### src/rtl/matrix_fifo_pkg.sv
// Shared types and default sizes for the matrix-result readback path.
// Every rtl/ and tb/ file sets a timescale so the tools see one consistent time unit.
`timescale 1ns/1ps
package matrix_fifo_pkg;
  localparam int DATA_WIDTH_DEF  = 32;
  localparam int MEM_DEPTH_DEF   = 16;
  localparam int FIFO_DEPTH_DEF  = 16;
  localparam int DATA_AMOUNT_DEF = 16;

  typedef logic [DATA_WIDTH_DEF-1:0] data_t;

  typedef enum logic [1:0] {
    IDLE,
    READ,
    DRAIN,
    DONE
  } rb_state_t;
endpackage

### src/rtl/fwft_fifo.sv
// First-word-fall-through FIFO; head is visible combinationally while not empty.
// Pointers carry an extra MSB so full and empty can be told apart.
`timescale 1ns/1ps
module fwft_fifo
  import matrix_fifo_pkg::*;
#(
  parameter int DATA_WIDTH = DATA_WIDTH_DEF,
  parameter int FIFO_DEPTH = FIFO_DEPTH_DEF,
  localparam int PW = $clog2(FIFO_DEPTH)
) (
  input  logic                  clk,
  input  logic                  reset,
  input  logic                  push,
  input  logic [DATA_WIDTH-1:0] push_data,
  input  logic                  pop,
  output logic [DATA_WIDTH-1:0] head,
  output logic                  empty,
  output logic                  full,
  output logic [PW:0]           count
);
  logic [DATA_WIDTH-1:0] mem [FIFO_DEPTH];
  logic [PW:0]           wr_ptr;
  logic [PW:0]           rd_ptr;

  assign count = wr_ptr - rd_ptr;
  assign empty = (wr_ptr == rd_ptr);
  assign full  = (wr_ptr[PW] != rd_ptr[PW]) && (wr_ptr[PW-1:0] == rd_ptr[PW-1:0]);
  assign head  = mem[rd_ptr[PW-1:0]];

  always_ff @(posedge clk or negedge reset) begin
    if (!reset) begin
      wr_ptr <= '0;
      rd_ptr <= '0;
    end else begin
      if (push && !full) wr_ptr <= wr_ptr + 1'b1;
      if (pop && !empty) rd_ptr <= rd_ptr + 1'b1;
    end
  end

  always_ff @(posedge clk) begin
    if (push && !full) mem[wr_ptr[PW-1:0]] <= push_data;
  end

  // The reader's credit rule must keep pushes away from a full buffer.
  always_ff @(posedge clk) begin
    if (reset) assert (!(push && full)) else $error("fwft_fifo: push while full");
  end
endmodule

### src/rtl/mem_readback_streamer.sv
// Reads DATA_AMOUNT words from the dual-port memory read port and streams them
// out through a local FWFT buffer with valid/ready handshake.
`timescale 1ns/1ps
module mem_readback_streamer
  import matrix_fifo_pkg::*;
#(
  parameter int DATA_WIDTH  = DATA_WIDTH_DEF,
  parameter int MEM_DEPTH   = MEM_DEPTH_DEF,
  parameter int FIFO_DEPTH  = FIFO_DEPTH_DEF,
  parameter int DATA_AMOUNT = DATA_AMOUNT_DEF,
  localparam int ADDR_WIDTH = $clog2(MEM_DEPTH)
) (
  input  logic                  clk,
  input  logic                  reset,
  input  logic                  start,
  input  logic [ADDR_WIDTH-1:0] base_addr,
  output logic                  mem_rd_en,
  output logic [ADDR_WIDTH-1:0] mem_rd_addr,
  input  logic [DATA_WIDTH-1:0] mem_rd_data,
  output logic                  out_valid,
  output logic [DATA_WIDTH-1:0] out_data,
  input  logic                  out_ready,
  output logic                  busy,
  output logic                  done
);
  localparam int CW = $clog2(DATA_AMOUNT + 1);
  localparam int PW = $clog2(FIFO_DEPTH);
  localparam logic [CW-1:0] AMT        = CW'(DATA_AMOUNT);
  localparam logic [PW+1:0] CREDIT_MAX = (PW + 2)'(FIFO_DEPTH);

  rb_state_t             state_q, state_d;
  logic [CW-1:0]         issued_q, popped_q;
  logic [ADDR_WIDTH-1:0] base_q;
  logic                  pend_q;
  logic [DATA_WIDTH-1:0] last_q;
  logic                  rd_en, pop;
  logic [DATA_WIDTH-1:0] fifo_head;
  logic                  fifo_empty, fifo_full;
  logic [PW:0]           fifo_count;
  logic [PW+1:0]         credit_used;

  // A read in flight has a reserved slot; a same-cycle pop earns no credit.
  assign credit_used = (PW + 2)'(fifo_count) + (PW + 2)'(pend_q);

  assign pop         = !fifo_empty && out_ready;
  assign out_valid   = !fifo_empty;
  assign out_data    = fifo_empty ? last_q : fifo_head;
  assign busy        = (state_q != IDLE);
  assign done        = (state_q == DONE);
  assign mem_rd_en   = rd_en;
  assign mem_rd_addr = base_q + ADDR_WIDTH'(issued_q);

  always_comb begin
    state_d = state_q;
    rd_en   = 1'b0;
    case (state_q)
      IDLE: if (start) state_d = READ;
      READ: begin
        rd_en = (issued_q < AMT) && (credit_used < CREDIT_MAX) && !fifo_full;
        if (rd_en && (issued_q == AMT - 1'b1)) state_d = DRAIN;
      end
      DRAIN: if (pop && (popped_q == AMT - 1'b1)) state_d = DONE;
      DONE: state_d = IDLE;
      default: state_d = IDLE;
    endcase
  end

  always_ff @(posedge clk or negedge reset) begin
    if (!reset) begin
      state_q  <= IDLE;
      issued_q <= '0;
      popped_q <= '0;
      base_q   <= '0;
      pend_q   <= 1'b0;
      last_q   <= '0;
    end else begin
      state_q <= state_d;
      pend_q  <= rd_en;
      if (state_q == IDLE && start) begin
        base_q   <= base_addr;
        issued_q <= '0;
        popped_q <= '0;
      end else begin
        if (rd_en) issued_q <= issued_q + 1'b1;
        if (pop)   popped_q <= popped_q + 1'b1;
      end
      // Holds the most recent accepted word so out_data is stable when empty.
      if (pop) last_q <= fifo_head;
    end
  end

  fwft_fifo #(
    .DATA_WIDTH (DATA_WIDTH),
    .FIFO_DEPTH (FIFO_DEPTH)
  ) u_fifo (
    .clk       (clk),
    .reset     (reset),
    .push      (pend_q),
    .push_data (mem_rd_data),
    .pop       (pop),
    .head      (fifo_head),
    .empty     (fifo_empty),
    .full      (fifo_full),
    .count     (fifo_count)
  );
endmodule
### config.mk
export PLATFORM = sky130hd
export DESIGN_NAME = mem_readback_streamer
export DESIGN_NICKNAME = d
export VERILOG_FILES = /design/src/rtl/matrix_fifo_pkg.sv /design/src/rtl/fwft_fifo.sv /design/src/rtl/mem_readback_streamer.sv
export SDC_FILE = /design/constraint.sdc
export NUM_CORES = 1
export LEC_CHECK = 0
export ABC_AREA = 1
export BUFFER_PORTS_ARGS = -buffer_cell sky130_fd_sc_hd__buf_2
export CORE_ASPECT_RATIO = 1.25
export CORE_MARGIN = 1
export CORE_UTILIZATION = 56
export DETAILED_ROUTE_END_ITERATION = 10
export GPL_ROUTABILITY_DRIVEN = 0
export PLACE_DENSITY = 0.82
export SLEW_MARGIN = 20
export SYNTH_ARGS = -nofsm -noshare
export SYNTH_HDL_FRONTEND = slang
export SYNTH_SLANG_ARGS = --single-unit
### constraint.sdc
create_clock -name clk -period 3.6 [get_ports clk]
set_clock_uncertainty 0.2 [all_clocks]
set_input_delay 0.18 -clock clk [delete_from_list [all_inputs] [get_ports clk]]
set_output_delay 0.18 -clock clk [all_outputs]
set_load 0.05 [all_outputs]
* Word-level counts from Yosys, hierarchy flattened
Memories as Yosys holds them, arrays and structs flattened.
Cells that the tools add are included.
** Cells by class
- $add $sub $neg :: 7
- Order comparisons :: 2
- Eq/ne operators :: 11
- Reduce and logical (&&, ||, !) cells :: 16
- Muxes and demuxes :: 12
** Operator list (count)
- $mux 32 :: 1
- $add 5x1->5 const B :: 4
- $mux 5 :: 4
- $eq 5x4->1 const B :: 2
- $logic_and 1x1->1 :: 9
- $pmux 2 s4 :: 1
- $add 5x1->6 :: 1
- $lt 6x5->1 const B :: 1
- $mux 2 :: 3
- $ne 2x2->1 const B :: 3
- $reduce_bool 2->1 :: 3
- $eq 5x5->1 :: 1
- $lt 5x5->1 const B :: 1
- $sub 5x5->5 :: 1
- $add 4x4->4 :: 1
- $eq 2x2->1 const B :: 2
- $eq 4x4->1 :: 1
- $mux 1 :: 3
- $reduce_and 3->1 :: 1
- $eq 2x1->1 const B :: 1
- $logic_not 1->1 :: 2
- $logic_not 2->1 :: 1
- $ne 1x1->1 :: 1
** Word-level totals
- Bits of input ports :: 40
- Output and inout port bits :: 40
- Memory bits (writable) :: 512
- Bits in registers :: 59
- Memories kept :: 1
** Memory list
- u_fifo.mem :: words 16, bits a word 32, read ports 1, clocked after memory_dff 0, write ports 1, line fwft_fifo.sv:21 : logic [DATA_WIDTH-1:0] mem [FIFO_DEPTH];

* Logic depth before layout (Yosys ltp)
- Depth in word-level cells :: 8
- Mapped depth :: 15

* Cells and area by module
A second synthesis with hierarchy kept.
** Second synthesis, totals
- Cells, all modules :: 2636
- Area total of the unflattened synthesis :: 25714.7 µm²
** By module, submodules not included
- fwft_fifo :: times used 1, area an instance 23084.6 µm², seq. area each 15625.0 µm², cells an instance 2296
- mem_readback_streamer :: times used 1, area an instance 2630.0 µm², seq. area each 1226.2 µm², cells an instance 340

* Worst setup path before layout
No wires, ideal clock.
- Path kind :: reg2reg
- From :: register u_fifo.rd_ptr[2]
- To :: memory u_fifo.mem[15][0] (netlist name) (enable)
- Cell stages (with the launch flop) :: 12
- Data arrival time :: 3.154 ns
- Data required time :: 2.976 ns
- Period minus slack after synthesis :: 3.778 ns
- Setup slack :: -0.178 ns
- Path through :: dfrtp_1 -> buf_2 -> clkinv_1 -> clkbuf_1 -> ha_1 -> nand2_1 -> nor2_1 -> nand2_1 -> nand2_1 -> inv_1 -> nand2_1 -> nor2_1
** On the way
- Cells in the longest elaborated chain, start to end :: 6
** Ends and longest elaborated chain
- start: declaration :: line fwft_fifo.sv:23 : logic [PW:0] rd_ptr;
- start signal: assignment :: line fwft_fifo.sv:36 : if (pop && !empty) rd_ptr <= rd_ptr + 1'b1;
- $eq 4x4->1 :: line fwft_fifo.sv:27 : assign full = (wr_ptr[PW] != rd_ptr[PW]) && (wr_ptr[PW-1:0] == rd_ptr[PW-1:0]);
- $logic_and 1x1->1 :: line fwft_fifo.sv:27
- $logic_not 1->1 :: line fwft_fifo.sv:41 : if (push && !full) mem[wr_ptr[PW-1:0]] <= push_data;
- $logic_and 1x1->1 :: line fwft_fifo.sv:41
- $mux 1 :: line fwft_fifo.sv:41
- $mux 1 (not written as such) :: line fwft_fifo.sv:41
- end: declaration :: line fwft_fifo.sv:21
No other way between the ends.

* Worst setup path after layout
- From :: register u_fifo.rd_ptr[1]
- To :: output out_data[0]
** On the way
- Cells in the longest elaborated chain, start to end :: 2
** Ends and longest elaborated chain
- $mem_v2 16x32 / $eq 5x5->1 (equally long branches)
- $mux 32 (*) :: line mem_readback_streamer.sv:47 : assign out_data = fifo_empty ? last_q : fifo_head;
- end: declaration :: line mem_readback_streamer.sv:21 : output logic [DATA_WIDTH-1:0] out_data,
Every way passes the cells marked *; elsewhere a longest branch is shown, timed or not.

==> metrics.md <==
| Metric | Value |
|---|---|
| Status | finished, final reports clean |
| Post-synth EDFFs | 512 |
| Max-cap violation count | 0 |
| Share of synthesized area occupied by flip-flops and latches | 72.7% |
| HPWL after detailed placement | 30300 um |
| Max transition margin | 36.4% |
| Total stage count of the critical path | 8 |
| Data arrival time of the critical path | 3.08 ns |
| Setup repair after global routing missed its margin | false |
| Clock buffers created by TritonCTS | 52 |
| Slowest-stage cell, CP | sky130_fd_sc_hd__buf_16 |
| Crit path required time | 3.22 ns |
| Via count | 15709 |
| Average wire per standard cell | 21.9 um |
| Total length of routed wires | 57000 um |
| Achievable clock frequency | 289 MHz |
| Net Count, Synth | 1976 |
| Row Count | 83 |
| Part of the total power dissipated in combinational logic | 40.5% |
| Total internal power | 0.0134 W |
| Endpoints failing setup | 0 |
| Post-synth ARST share | 10.3% |
| Setup Slack @ Placement | 0.677 ns |
| Remaining global-route overflow | 0 |
| Post-route core utilization | 65.0% |
| Proportion of layout cells with a drive suffix above 1 | 11.0% |
| Number of buffers on the longest clock path | 3 |
| Warning count from the yosys run | 0 |
| Placeable core region | 0.0409 mm^2 |
| Pin count of the biggest net entering global routing | 206 |
| Cell-by-cell listing of the critical path | buf_16, o21ai_0, o211ai_1, nand3_1, nand3_1, nand2_1, nand2_1, buf_2 |
| I/O Pins | 80 |
| Count of mapped cells out of synthesis | 1913 |
| Port Buf Inserts | 79 |
| Worst Reg2Reg Path Length in Cells | 10 |
| Delay contributed by the slowest stage of the critical path | 0.48 ns |
| Flop pwr share | 34.8% |
| Final hold violation count | 0 |
| Final worst path period need | 3.46 ns |
| Die Width | 184 um |
| Distinct cell type count of the synthesized netlist | 30 |
| Fin worst setup slack | 0.139 ns |
| Clock insertion delay at the later pin of the skew report | 0.59 ns |
| Wire length of the first global-routing pass | 85600 um |
| Origin of the critical flop-to-flop path | u_fifo.wr_ptr[0]$_DFFE_PN0P_ |
| Number of antenna violations at the first check in global routing | 1 |
| Worst Max-Slew Pin Slew | 0.953 ns |
| Leading post-synthesis cells by instance count | 512 x sky130_fd_sc_hd__edfxtp_1, 349 x sky130_fd_sc_hd__nor2_1, 320 x sky130_fd_sc_hd__nand2_1 |
| Final cycle utilization of the critical path | 96.1% |
| Dominant synthesized flop cell | sky130_fd_sc_hd__edfxtp_1 |
| Most area-consuming cells after synthesis | sky130_fd_sc_hd__edfxtp_1 66%, sky130_fd_sc_hd__dfrtp_1 6.4%, sky130_fd_sc_hd__nor2_1 5.6% |
| Synthesis-stage register bit count | 571 |
| Pleak | 9.41 nW |
| CTS tree | done |
| Combined buffer and inverter count along the critical path | 2 |
| Total DRC errors in the routed layout | 0 |
| Max Slew Vio Count | 0 |
| Power per unit of standard cell area | 859 mW/mm^2 |
| Remaining number of nets flagged by the antenna check after routing | 0 |
| Layout overhead on the synthesized area | 14.8% |
| Die ar. | 0.0422 mm^2 |
| Starting Density | 56.7% |
| Library cell with the largest summed area after synthesis | sky130_fd_sc_hd__edfxtp_1 |
| Number of DRC markers in iteration 0 | 2091 |
| Via density | 6.03 |
| Synthesized cell area | 0.0232 mm^2 |
| Net count of the finished layout | 2075 |
| Switching share of power | 41.4% |
| Category of the worst setup path launch point | register |
| Cell at the root of the clock tree | sky130_fd_sc_hd__clkbuf_16 |
| Clock Pin Slew Worst Setup and Hold Paths | 0.06 ns |
| Fraction of synthesized cell area taken by the top area cell type | 66.3% |
| Most numerous cell in the Yosys netlist | sky130_fd_sc_hd__edfxtp_1 |
| Hold WS | 0.0935 ns |
| Capturing element type of the critical path | output port |
| Worst setup path start | u_fifo.rd_ptr[1]$_DFFE_PN0P_ |
| Category of cells accounting for the largest share of critical-path delay | buffers and inverters |
| Number of optimization iterations in the first detailed-route pass | 5 |
| Sink Count | 571 |
| Max H-tree Level | 2 |
| Sw Pwr | 0.00947 W |
| Crit path max fanout | 194 |
| Total GRT Usage | 26.8% |
| Via count of the first global-routing pass | 15695 |
| Clock power share | 24.7% |
| Class of the tightest hold or removal check | input pin to asynchronous set/reset pin |
| Setup Crit Path Kind | register to output port |
| Die Y-Extent | 230 um |
| Mapped Avg Cell Area | 12.1 um^2 |
| Worst IR drop on VDD | 0.847 mV |
timing repair:
action                                  in CTS  in global routing
cloned                                       0                  1
buffers inserted                             0                  2
resized for setup                            1                  3
endpoints found under the setup margin       1                  5
hold buffers                                41                  0
hold endpoints to repair                   552                  0
flip-flops by register name (all words and copies together) (netlist names):
register       count
u_fifo.mem       512
last_q            32
issued_q           5
popped_q           5
u_fifo.rd_ptr      5
u_fifo.wr_ptr      5
base_q             4
state_q            2
pend_q             1
power groups by stage:
stage               clock, W  combinational, W  sequential, W
finish               0.00566           0.00926        0.00795
global placement           0           0.00859        0.00807
floorplan                  0           0.00665        0.00800
global route         0.00593            0.0100        0.00799
CTS                  0.00569           0.00906        0.00796
detailed placement         0           0.00888        0.00809
final timing paths:
path	to	slack (ns)
worst max-delay path	out_data[0]	0.14
worst min-delay path	last_q[2]$_DFFE_PN0P_	0.09
worst max register to register	u_fifo.mem[7][26]$_DFFE_PP_	0.61
worst min register to register	last_q[31]$_DFFE_PN0P_	0.28
max in group asynchronous	last_q[23]$_DFFE_PN0P_	2.39
min in group clk	last_q[6]$_DFFE_PN0P_	0.14
layer usage:
metal	global-route usage [%]	up-vias	share of wire, %
met5	0	-	0
met4	13.6	0	4.4
met3	4.28	187	8.7
met2	44.8	862	50
met1	33.9	7648	37
li1	-	7012	-
cell families after synthesis:
| family | count (synthesis) | share of synthesized area (%) |
|---|---|---|
| compound gates | 399 | 9.66 |
| xor+xnor | 13 | 0.491 |
| fa+ha+maj | 23 | 1.31 |
| buf+inv | 151 | 3.12 |
| flops | 571 | 72.7 |
| simple gates | 756 | 12.8 |
worst reg2reg max path: cells and delay by family (launching register included):
family	cells	cell delay [ns]
buf+inv	3	0.62
fa+ha+maj	1	0.30
flops	1	0.43
simple gates	6	1.13
per-stage QoR:
stage          cell area (um^2)  total power, W  std cells  TNS (ns)
2_1_floorplan             23200          0.0146       1913    -13.00
3_3_place_gp              24400          0.0167       2466         0
3_5_place_dp              24400          0.0170       2466         0
4_1_cts                   26600          0.0227       2603         0
5_1_grt                   26600          0.0240       2606         0
6_report                  26600          0.0229       2607         0
placed cells by master (no fill, tap or decap), drive strengths merged, types with 59 or more instances in the layout:
cell	instances
edfxtp	512
nor2	351
nand2	320
o21ai	263
buf	117
nand3	77
clkbuf	68
o22ai	64
o211ai	64
dfrtp	59
cell type report:
cell class | count | area (um^2)
clock inverter | 30 | 339
antenna | 1 | 2.50
fill | 2814 | 14300
clock buffer | 66 | 1400
multi-input combinational | 1191 | 5760
tap | 552 | 691
inverter | 36 | 140
timing repair buffer | 160 | 1430
sequential | 571 | 16900
Power figures use the tool's default switching activity.
